File: src/rtl/ysyx_23060221_axi_rd_rr_arbiter.sv
`default_nettype none
// ============================================================================
// Module   : ysyx_23060221_axi_rd_rr_arbiter
// Brief    : Two-master (IFU m0 / LSU m1) AXI4 read-channel round-robin arbiter
//            with the grant locked from AR acceptance through the last R beat.
//            Optional R-phase watchdog enabled by defining ARB_RD_TIMEOUT_EN.
// Revision : 1.0 - initial release
// ============================================================================
module ysyx_23060221_axi_rd_rr_arbiter #(
    parameter int AW             = 32,
    parameter int DW             = 32,
    parameter int IDW            = 4,
    parameter int TIMEOUT_CYCLES = 255
) (
    input  logic                  clk,
    input  logic                  rst,
`ifdef ARB_RD_TIMEOUT_EN
    output logic                  timeout_err,
`endif
    input  logic                  m0_arvalid,
    output logic                  m0_arready,
    input  logic [AW+IDW+12:0]    m0_ar,
    output logic                  m0_rvalid,
    input  logic                  m0_rready,
    output logic [DW+IDW+1:0]     m0_r,
    output logic                  m0_rlast,
    input  logic                  m1_arvalid,
    output logic                  m1_arready,
    input  logic [AW+IDW+12:0]    m1_ar,
    output logic                  m1_rvalid,
    input  logic                  m1_rready,
    output logic [DW+IDW+1:0]     m1_r,
    output logic                  m1_rlast,
    output logic                  s_arvalid,
    input  logic                  s_arready,
    output logic [AW+IDW+12:0]    s_ar,
    input  logic                  s_rvalid,
    output logic                  s_rready,
    input  logic [DW+IDW+1:0]     s_r,
    input  logic                  s_rlast
);

    typedef enum logic [1:0] {
        S_IDLE = 2'd0,
        S_ADDR = 2'd1,
        S_DATA = 2'd2
    } state_t;

    state_t r_state;
    logic   r_grant;        // 0 = m0 (IFU), 1 = m1 (LSU)
    logic   r_last_grant;

    logic                 w_pick;
    logic                 w_in_addr;
    logic                 w_in_data;
    logic                 w_g_arvalid;
    logic [AW+IDW+12:0]   w_g_ar;
    logic                 w_g_rready;
    logic                 w_ar_hs;
    logic                 w_r_hs;
    logic                 w_last_hs;
    logic                 w_tout;
    logic                 w_tout_hs;
    logic [DW+IDW+1:0]    w_err_r;
    logic                 w_rvalid;
    logic                 w_rlast;
    logic [DW+IDW+1:0]    w_r;

    // On a tie the master that was not served last wins.
    assign w_pick = (m0_arvalid && m1_arvalid) ? ~r_last_grant : m1_arvalid;

    assign w_in_addr   = (r_state == S_ADDR);
    assign w_in_data   = (r_state == S_DATA);
    assign w_g_arvalid = r_grant ? m1_arvalid : m0_arvalid;
    assign w_g_ar      = r_grant ? m1_ar      : m0_ar;
    assign w_g_rready  = r_grant ? m1_rready  : m0_rready;

    assign s_arvalid = w_in_addr & w_g_arvalid;
    assign s_ar      = w_in_addr ? w_g_ar : '0;
    assign w_ar_hs   = s_arvalid & s_arready;

    assign s_rready  = w_in_data & ~w_tout & w_g_rready;
    assign w_r_hs    = s_rvalid & s_rready;
    assign w_last_hs = w_r_hs & s_rlast;
    assign w_tout_hs = w_tout & w_g_rready;

    assign w_rvalid = w_in_data & (w_tout | s_rvalid);
    assign w_rlast  = w_in_data & (w_tout | s_rlast);
    assign w_r      = !w_in_data ? '0 : (w_tout ? w_err_r : s_r);

    assign m0_arready = w_in_addr & ~r_grant & s_arready;
    assign m1_arready = w_in_addr &  r_grant & s_arready;
    assign m0_rvalid  = ~r_grant & w_rvalid;
    assign m1_rvalid  =  r_grant & w_rvalid;
    assign m0_rlast   = ~r_grant & w_rlast;
    assign m1_rlast   =  r_grant & w_rlast;
    assign m0_r       = r_grant ? '0  : w_r;
    assign m1_r       = r_grant ? w_r : '0;

    always_ff @(posedge clk) begin
        if (rst) begin
            r_state      <= S_IDLE;
            r_grant      <= 1'b0;
            r_last_grant <= 1'b1;
        end else begin
            case (r_state)
                S_IDLE: begin
                    if (m0_arvalid || m1_arvalid) begin
                        r_grant <= w_pick;
                        r_state <= S_ADDR;
                    end
                end
                S_ADDR: begin
                    // A withdrawn request releases the grant without touching fairness.
                    if (!w_g_arvalid) begin
                        r_state <= S_IDLE;
                    end else if (s_arready) begin
                        r_state <= S_DATA;
                    end
                end
                S_DATA: begin
                    if (w_last_hs || w_tout_hs) begin
                        r_state      <= S_IDLE;
                        r_last_grant <= r_grant;
                    end
                end
                default: r_state <= S_IDLE;
            endcase
        end
    end

`ifdef ARB_RD_TIMEOUT_EN
    localparam logic [9:0] c_timeout_limit = 10'(TIMEOUT_CYCLES);

    logic [9:0]     r_cnt;
    logic [IDW-1:0] r_ar_id;
    logic           r_timeout_err;

    assign w_tout      = w_in_data && (r_cnt == c_timeout_limit);
    assign w_err_r     = {{DW{1'b0}}, r_ar_id, 2'b11};
    assign timeout_err = r_timeout_err;

    // Counter saturates at the limit so the DECERR beat is held until accepted.
    always_ff @(posedge clk) begin
        if (rst) begin
            r_cnt         <= '0;
            r_ar_id       <= '0;
            r_timeout_err <= 1'b0;
        end else begin
            if (w_ar_hs) begin
                r_cnt   <= '0;
                r_ar_id <= s_ar[IDW+12:13];
            end else if (w_in_data) begin
                if (w_r_hs) begin
                    r_cnt <= '0;
                end else if (!w_tout) begin
                    r_cnt <= r_cnt + 10'd1;
                    if (r_cnt + 10'd1 == c_timeout_limit) begin
                        r_timeout_err <= 1'b1;
                    end
                end
            end
        end
    end
`else
    logic w_unused;

    assign w_tout   = 1'b0;
    assign w_err_r  = '0;
    assign w_unused = ^{1'b0, 10'(TIMEOUT_CYCLES)};
`endif

endmodule

`default_nettype wire

File: config.mk
export PLATFORM = sky130hd
export DESIGN_NAME = ysyx_23060221_axi_rd_rr_arbiter
export DESIGN_NICKNAME = d
export VERILOG_FILES = /design/src/rtl/ysyx_23060221_axi_rd_rr_arbiter.sv
export SDC_FILE = /design/constraint.sdc
export NUM_CORES = 1
export LEC_CHECK = 0
export BUFFER_PORTS_ARGS = -buffer_cell sky130_fd_sc_hd__buf_2
export CAP_MARGIN = 15
export CELL_PAD_IN_SITES_DETAIL_PLACEMENT = 1
export CELL_PAD_IN_SITES_GLOBAL_PLACEMENT = 1
export CORE_AREA = 2 2 108 110
export CTS_CLUSTER_SIZE = 24
export DETAILED_ROUTE_END_ITERATION = 10
export DIE_AREA = 0 0 110 112
export PLACE_DENSITY = 0.84
export SYNTH_ARGS = -nofsm -noshare
export SYNTH_HDL_FRONTEND = slang
export SYNTH_SLANG_ARGS = --single-unit
File: constraint.sdc
create_clock -name clk -period 4.6 [get_ports clk]
set_input_delay 1.38 -clock clk [delete_from_list [all_inputs] [get_ports clk]]
set_output_delay 1.38 -clock clk [all_outputs]
set_load 0.03 [all_outputs]
Word-level counts from Yosys, hierarchy flattened

Cells that the tools add are included.
W data, S select, Z words.

Register bits: 4
Bits of input ports: 145
Output and inout bits: 133
Logic and storage cells: 43

Reductions and logical operators: 6
Bitwise gates (word level): 16
Equality and inequality tests: 5
Multiplexer cells: 13

Operators with widths:

| cell                 | number |
|---|---|
| $mux W38             | 3 |
| $mux W49             | 2 |
| $and A1 B1 Y1        | 14 |
| $mux W2              | 4 |
| $pmux W2 S3          | 1 |
| $reduce_and A2 Y1    | 2 |
| $mux W1              | 3 |
| $ne A3 B3 Y1 const B | 1 |
| $reduce_and A3 Y1    | 1 |
| $eq A2 B1 Y1 const B | 1 |
| $eq A2 B2 Y1 const B | 1 |
| $logic_not A2 Y1     | 1 |
| $ne A2 B1 Y1 const B | 1 |
| $ne A2 B2 Y1 const B | 1 |
| $not A1 Y1           | 2 |
| $logic_and A1 B1 Y1  | 1 |
| $logic_or A1 B1 Y1   | 1 |

Longest topological paths before layout

Gate-level depths: netlist of the first run.

Depth after elaboration: 6
Mapped depth: 5
Mapped depth without buffers: 3

Least setup slack after synthesis of the first run

OpenSTA, ideal clock, no wires.

Kind: input port to output port
Start point: in m1_arvalid
End point: out s_arvalid
Required time: 3220 ps
Buffers on the path: 0
Stages on the path: 3
Data arrival time: 1906 ps
Setup slack: 1314 ps
Cell sequence: mux2i_1 > or2_1 > inv_1

Word-level cells in the longest chain between the ends: 2

Ends and longest elaborated chain:

| item            | line | text |
|---|---|---|
| start, declared | 27   | `input logic m1_arvalid,` |
| $mux W1         | 74   | `assign w_g_arvalid = r_grant ? m1_arvalid : m0_arvalid;` |
| $and A1 B1 Y1   | 78   | `assign s_arvalid = w_in_addr & w_g_arvalid;` |
| end, declared   | 34   | `output logic s_arvalid,` |

Every way passes these cells.

Worst setup path in the final report of the first run

Start point: reg r_state[1]
End point: out s_ar[9]

Word-level cells in the longest chain between the ends: 2

Ends and longest elaborated chain:

| item                   | line | text |
|---|---|---|
| start, declared        | 49   | `state_t r_state;` |
| start signal, assigned | 102  | `r_state <= S_IDLE;` |
| start signal, assigned | 110  | `r_state <= S_ADDR;` |
| start signal, assigned | 116  | `r_state <= S_IDLE;` |
| $eq A2 B1 Y1           | 72   | `assign w_in_addr = (r_state == S_ADDR);` |
| $mux W49               | 79   | `assign s_ar = w_in_addr ? w_g_ar : '0;` |
| end, declared          | 36   | `output logic [AW+IDW+12:0] s_ar,` |

Every way passes these cells.

==> results of run 1 <==
-- power breakdown --
part	switching, mW	internal, mW
Sequential	0.00362	0.0372
Clock	0.0248	0.111
Combinational	0.203	0.120
-- how the worst max path moves through the flow --
| stage | start | depth (start not counted) | endpoint |
|---|---|---|---|
| 6_report | r_state[1]$_SDFFE_PP0P_ | 5 | s_ar[9] |
| 3_3_place_gp | m0_arvalid | 5 | s_arvalid |
| 5_1_grt | r_state[1]$_SDFFE_PP0P_ | 5 | s_ar[9] |
| 2_1_floorplan | m1_arvalid | 3 | s_arvalid |
| 3_5_place_dp | m0_arvalid | 5 | s_arvalid |
| 4_1_cts | r_state[1]$_SDFFE_PP0P_ | 5 | s_ar[9] |
-- final cells by class --
| cell class | instances | area, µm² |
|---|---|---|
| fill | 1442 | 8292 |
| timing repair buffer | 281 | 1416 |
| multi-input combinational | 157 | 1125 |
| tap | 143 | 178.9 |
| sequential | 4 | 80.08 |
| clock buffer | 3 | 75.07 |
| inverter | 2 | 7.507 |
-- through the flow --
stage	hold WS, ns	instances
4_1_cts	0.5817	590
3_5_place_dp	0.5626	587
6_report	0.5750	590
5_1_grt	0.6250	590
2_1_floorplan	0.5065	182
3_3_place_gp	0.5596	587
-- sequential cells by signal (all words and copies together), names as in the netlist --
register and count:
r_state 2, r_grant 1, r_last_grant 1
-- worst max-delay path, cell delays in order, from the launching register on --
cell      delay [ns]
dfxtp_1         0.32
nand2b_1        0.26
nor2_4          0.67
buf_4           0.34
a22o_1          0.18
buf_2           0.21
-- routing by layer --
layer  global-route usage  vias up  wire [µm]
met1               0.1862     1133       4085
met5                    0        -          0
met2               0.2650      166       4831
met3              0.02927        4       1127
li1                     -     1179          -
met4              0.01772        0         44
-- layout by cell type (no fill, tap or decap), types with 2 or more instances in the layout --
cell type    n
a21oi_1      2
a22o_1      49
and2_1      82
buf_2      277
buf_4        4
clkbuf_16    3
dfxtp_1      4
inv_1        2
nand2_1      2
nand2b_1     2
nor2_1       2
nor2_2       2
nor2_4       2
nor3_1       2
-- cells by family (layout without fill, tap and decap cells) --
| logic type | after synthesis | after routing | synth area share |
|---|---|---|---|
| and+or+nand+nor | 98 | 98 | 0.4591 |
| AOI/OAI and AO/OA | 57 | 57 | 0.3830 |
| DFF | 4 | 4 | 0.06238 |
| muxes | 2 | 2 | 0.01852 |
| buffers and inverters | 21 | 286 | 0.07700 |
==> metrics.yaml, run 1 <==
syn_to_final_growth_pct: 124.6
hold_end: "r_grant$_SDFFE_PP0P_"
clock_tree.buffer_depth: 2
synth_cell_types: 24
grt_overflow_total: 0
power_uw: 500.0
io_pins: 278
fin_crit_ns: 3.612
synth_edf_count: 0
drt_iter0_drc: 99
max_clock_freq_ghz: 0.2769
arrival_ns: 2.23
firstDrtPassIters: 4
drive_gt1_frac: 0.6488
wl_um: 10090
yosys.area.top_type: "and2_1"
dp_worst_setup_slack_ns: 1.078
hold_path_class: "flop to flop"
fp.dieH_um: 112
synth_nets: 327
synth_area_um2: 1284
synth_top_area_share: 0.3996
synthTopCellsByArea: "and2_1 (40%), a22o_1 (33%), dfxtp_1 (6.2%)"
final_antenna_net_count: 0
row_count: 39
insertion_delay_ns: 0.22
worst_pin_slew_ns: 0.8176
synthTopCellsByCount: "and2_1 (82), a22o_1 (49), buf_2 (10)"
place_congestion: 0.7847
postSynthAreaPerCell_um2: 7.053
hold_start: "r_last_grant$_SDFFE_PP1P_"
ir_worst_vdd_mv: 0.1036
viasPerCell: 4.207
clockRootBuffer: "clkbuf_16"
clkTransAtPathRegs_ns: 0.03
finalWorstSetupSlack_ns: 0.9882
r2r_start: "r_grant$_SDFFE_PP0P_"
synthCells: 182
port_buffers: 277
coreArea_um2: 11170
cts_tree: "yes"
fin_setup_tns_ns: 0
post_cts_resized: 0
synth-seq-area-share: 0.06238
hold_path_depth: 3
drv_cap: 0
yosysMostFrequentCell: "and2_1"
cts_made_buffers: 3
run_status: "completed"
die-area_um2: 12320
utilization: 0.2580
cp-start-kind: "flop"
via_count: 2482
cts_sinks: 4
ys_async_sr_fraction: 0
antenna_found_initial: 0
synth-seq-cells: 4
rsz0062_at_grt: "false"
p_per_area_nw_per_um2: 173.4
r2r_end: "r_state[1]$_SDFFE_PP0P_"
cts_setup_buffers: 0
slew_headroom: 0.4536
n_antenna_cell: 0
post-route-period-util: 0.7852
setup_viol: 0
critPathKind: "flop to output pin"
hpwlAfterDp_um: 8705
die-width_um: 110
leakagePower_nw: 1.844
ys_warn_count: 0
cts_hold_buf: 0
slew_viol_final: 0
synthFlopType: "dfxtp_1"
critPathMaxFanout: 36
wl_per_cell_um: 17.10
fin_nets: 594
fin_skew_ns: 0.001879
grt_pass1_wl_um: 13990
grt_pass1_vias: 2502
start_util: 0.1149
drc: 0
final_hold_viol_count: 0
r2r_cells: 3
end_kind: "output pin"
worstPathRequired_ns: 3.22
postPlaceCellArea_um2: 2808
grt_start_max_net_pins: 51
htreeDepth: 1
design_area_um2: 2883
r2r_setup_slack_ns: 3.01
grtUsageTotal: 0.1483
Note: power is estimated with default switching activity, not from simulation.
==> inputs of run 2 (changes only) <==
--- a/config.mk
+++ b/config.mk
@@ -9,10 +9,10 @@
 export CAP_MARGIN = 15
 export CELL_PAD_IN_SITES_DETAIL_PLACEMENT = 1
 export CELL_PAD_IN_SITES_GLOBAL_PLACEMENT = 1
-export CORE_AREA = 2 2 108 110
+export CORE_MARGIN = 2
+export CORE_UTILIZATION = 11
 export CTS_CLUSTER_SIZE = 24
 export DETAILED_ROUTE_END_ITERATION = 10
-export DIE_AREA = 0 0 110 112
 export PLACE_DENSITY = 0.84
 export SYNTH_ARGS = -nofsm -noshare
 export SYNTH_HDL_FRONTEND = slang
==> constraint.sdc (replaced) <==
create_clock -name clk -period 3.15 [get_ports clk]
set_input_delay 0.945 -clock clk [delete_from_list [all_inputs] [get_ports clk]]
set_output_delay 0.945 -clock clk [all_outputs]
set_load 0.03 [all_outputs]
==> run 2 against run 1 <==
Routed wire length decreased by 19%. Worst hold slack improved by 0.011 ns. Sequential power increased by 45%. Via count decreased by 1.7%. Largest power group unchanged. Global-route usage decreased by 3.4 points. Power increased by 41%. Clock power increased by 43%. Flip-flop and latch count unchanged.
==> metrics.yaml, run 2 (synthesized netlist as in run 1, its figures left out) <==
design_area_um2: 2895  # +0.43%
viasPerCell: 4.134  # -1.7%
wl_met3_um: 912  # -19%
r2r_end: "r_state[1]$_SDFFE_PP0P_"
run_status: "completed"
die-width_um: 112.0  # +1.8%
grt_pass1_wl_um: 11960  # -15%
fin_hold_ws_ns: 0.5858  # +0.01075 ns
dp_worst_setup_slack_ns: 0.5177  # -0.5599 ns
arrival_ns: 1.84  # -0.39 ns
drt_iter0_drc: 65  # -34%
clock_tree.buffer_depth: 2  # unchanged
end_kind: "output pin"
fin_setup_tns_ns: 0  # unchanged
htreeDepth: 1  # unchanged
path_cells: "nand2b_1 -> nor2_4 -> buf_4 -> a22o_1 -> buf_2"
cts_hold_buf: 0  # unchanged
layout.cells.non_filler: 590  # unchanged
cts_setup_buffers: 0  # unchanged
utilization: 0.2536  # -0.004417
clkTransAtPathRegs_ns: 0.03  # about the same
hold_end: "r_grant$_SDFFE_PP0P_"
hold_start: "r_last_grant$_SDFFE_PP1P_"
r2r_setup_slack_ns: 1.68  # -1.33 ns
rsz0062_at_grt: "false"
grt_overflow_total: 0  # unchanged
finalWorstSetupSlack_ns: 0.3607  # -0.6275 ns
critPathBufInv: 2  # unchanged
fin_skew_ns: 0.0003090  # -0.001570 ns
top_register: "r_state"
antenna_found_initial: 0  # unchanged
grt_pass1_vias: 2451  # -2.0%
grt_start_max_net_pins: 51  # unchanged
fp.dieH_um: 112.0  # about the same
dp_cells: 587  # unchanged
port_buffers: 277  # unchanged
cpMaxStageDelayCell: "buf_4"
n_antenna_cell: 0  # unchanged
mostFrequentLayoutCells: "buf_2 (277), and2_1 (82), a22o_1 (49), dfxtp_1 (4)"
cts_sinks: 4  # unchanged
cts_tree: "yes"
route.met2.wl_um: 4201  # -13%
start_util: 0.1124  # -0.002455
final_hold_viol_count: 0  # unchanged
final_common_cell: "buf_2"
fill_cells: 1508  # +4.6%
ir_worst_vdd_mv: 0.1893  # +83%
slew_headroom: 0.6590  # +0.2054
clockRootBuffer: "clkbuf_16"
critPathKind: "flop to output pin"
post_cts_resized: 0  # unchanged
fin_nets: 594  # unchanged
r2r_cells: 3  # unchanged
hpwlAfterDp_um: 7057  # -19%
worstPathRequired_ns: 2.20  # -1.02 ns
hold_path_depth: 3  # unchanged
firstDrtPassIters: 4  # unchanged
wl_per_cell_um: 13.77  # -19%
via_count: 2439  # -1.7%
post-route-period-util: 0.8855
fin_crit_ns: 2.789
p_per_area_nw_per_um2: 243.8  # +41%
grtUsageTotal: 0.1140  # -0.03427
slew_viol_final: 0  # unchanged
cts_made_buffers: 3  # unchanged
hold_path_class: "flop to flop"
drive_gt1_frac: 0.6488  # unchanged
m1WireLength_um: 2990  # -27%
cp-start-kind: "flop"
syn_to_final_growth_pct: 125.5
r2r_start: "r_grant$_SDFFE_PP0P_"
cp_top_family: "buffers and inverters"
worst_pin_slew_ns: 0.5115  # -0.3061 ns
io_pins: 278  # unchanged
largest_registers: "r_state: 2 flops, r_grant: 1 flops, r_last_grant: 1 flops"
setup_viol: 0  # unchanged
postPlaceCellArea_um2: 2820  # +0.45%
leakagePower_nw: 1.847  # +0.15%
max_clock_freq_ghz: 0.3585
largest_register_ffs: 2  # unchanged
insertion_delay_ns: 0.22  # about the same
critPathMaxFanout: 50  # +39%
coreArea_um2: 11420  # +2.2%
drc: 0  # unchanged
final_antenna_net_count: 0  # unchanged
highest_layer: "met4"
place_congestion: 0.7741  # -1.4%
die-area_um2: 12550  # +1.9%
power_uw: 706.0  # +41%
row_count: 39  # unchanged
wl_um: 8123  # -19%
cpPeakStageDelay_ns: 0.43  # -0.24 ns
drv_cap: 0  # unchanged
==> run 2: cell counts in the layout (fill, tap and decap cells not counted) <==
Identical to the previous run, type by type.
==> run 2: worst min-delay path: cells and delay by family (launching register included) <==
kind            cells  cell delay [ns]
compound gates      1             0.06
simple gates        2             0.15
flops               1             0.33
==> run 2: layout make-up <==
| type | count | area [µm²] | area share |
|---|---|---|---|
| Inverter | 2 | 7.507 | 0.002593 |
| Timing Repair Buffer | 281 | 1429 | 0.4935 |
| Sequential cell | 4 | 80.08 | 0.02766 |
| Multi-Input combinational cell | 157 | 1125 | 0.3885 |
| Clock buffer | 3 | 75.07 | 0.02593 |
| Tap cell | 143 | 178.9 | 0.06180 |
==> run 2: worst max path at each step <==
stage / startpoint / to / slack, ns / depth (start not counted)
2_1_floorplan: m1_arvalid / s_arvalid / 0.73 / 3
3_3_place_gp: m0_arvalid / s_arvalid / 0.54 / 5
3_5_place_dp: m0_arvalid / s_arvalid / 0.52 / 5
4_1_cts: r_state[1]$_SDFFE_PP0P_ / s_ar[6] / 0.35 / 5
5_1_grt: r_state[1]$_SDFFE_PP0P_ / s_ar[46] / 0.23 / 5
6_report: r_state[1]$_SDFFE_PP0P_ / s_ar[46] / 0.36 / 5
==> run 2: power breakdown <==
part	switching (mW)	internal, mW	leakage (nW)	total (mW)
Sequential	0.00481	0.0544	0.0328	0.0592
Clock	0.0318	0.162	0.0370	0.194
Combinational	0.278	0.175	1.78	0.453
Total	0.314	0.392	1.85	0.706
==> run 2: per-layer routing <==
metal	up-vias	global-route usage
met2	170	0.2287
met1	1093	0.1260
li1	1174	-
met4	0	0.009756
met3	2	0.02592
met5	-	0
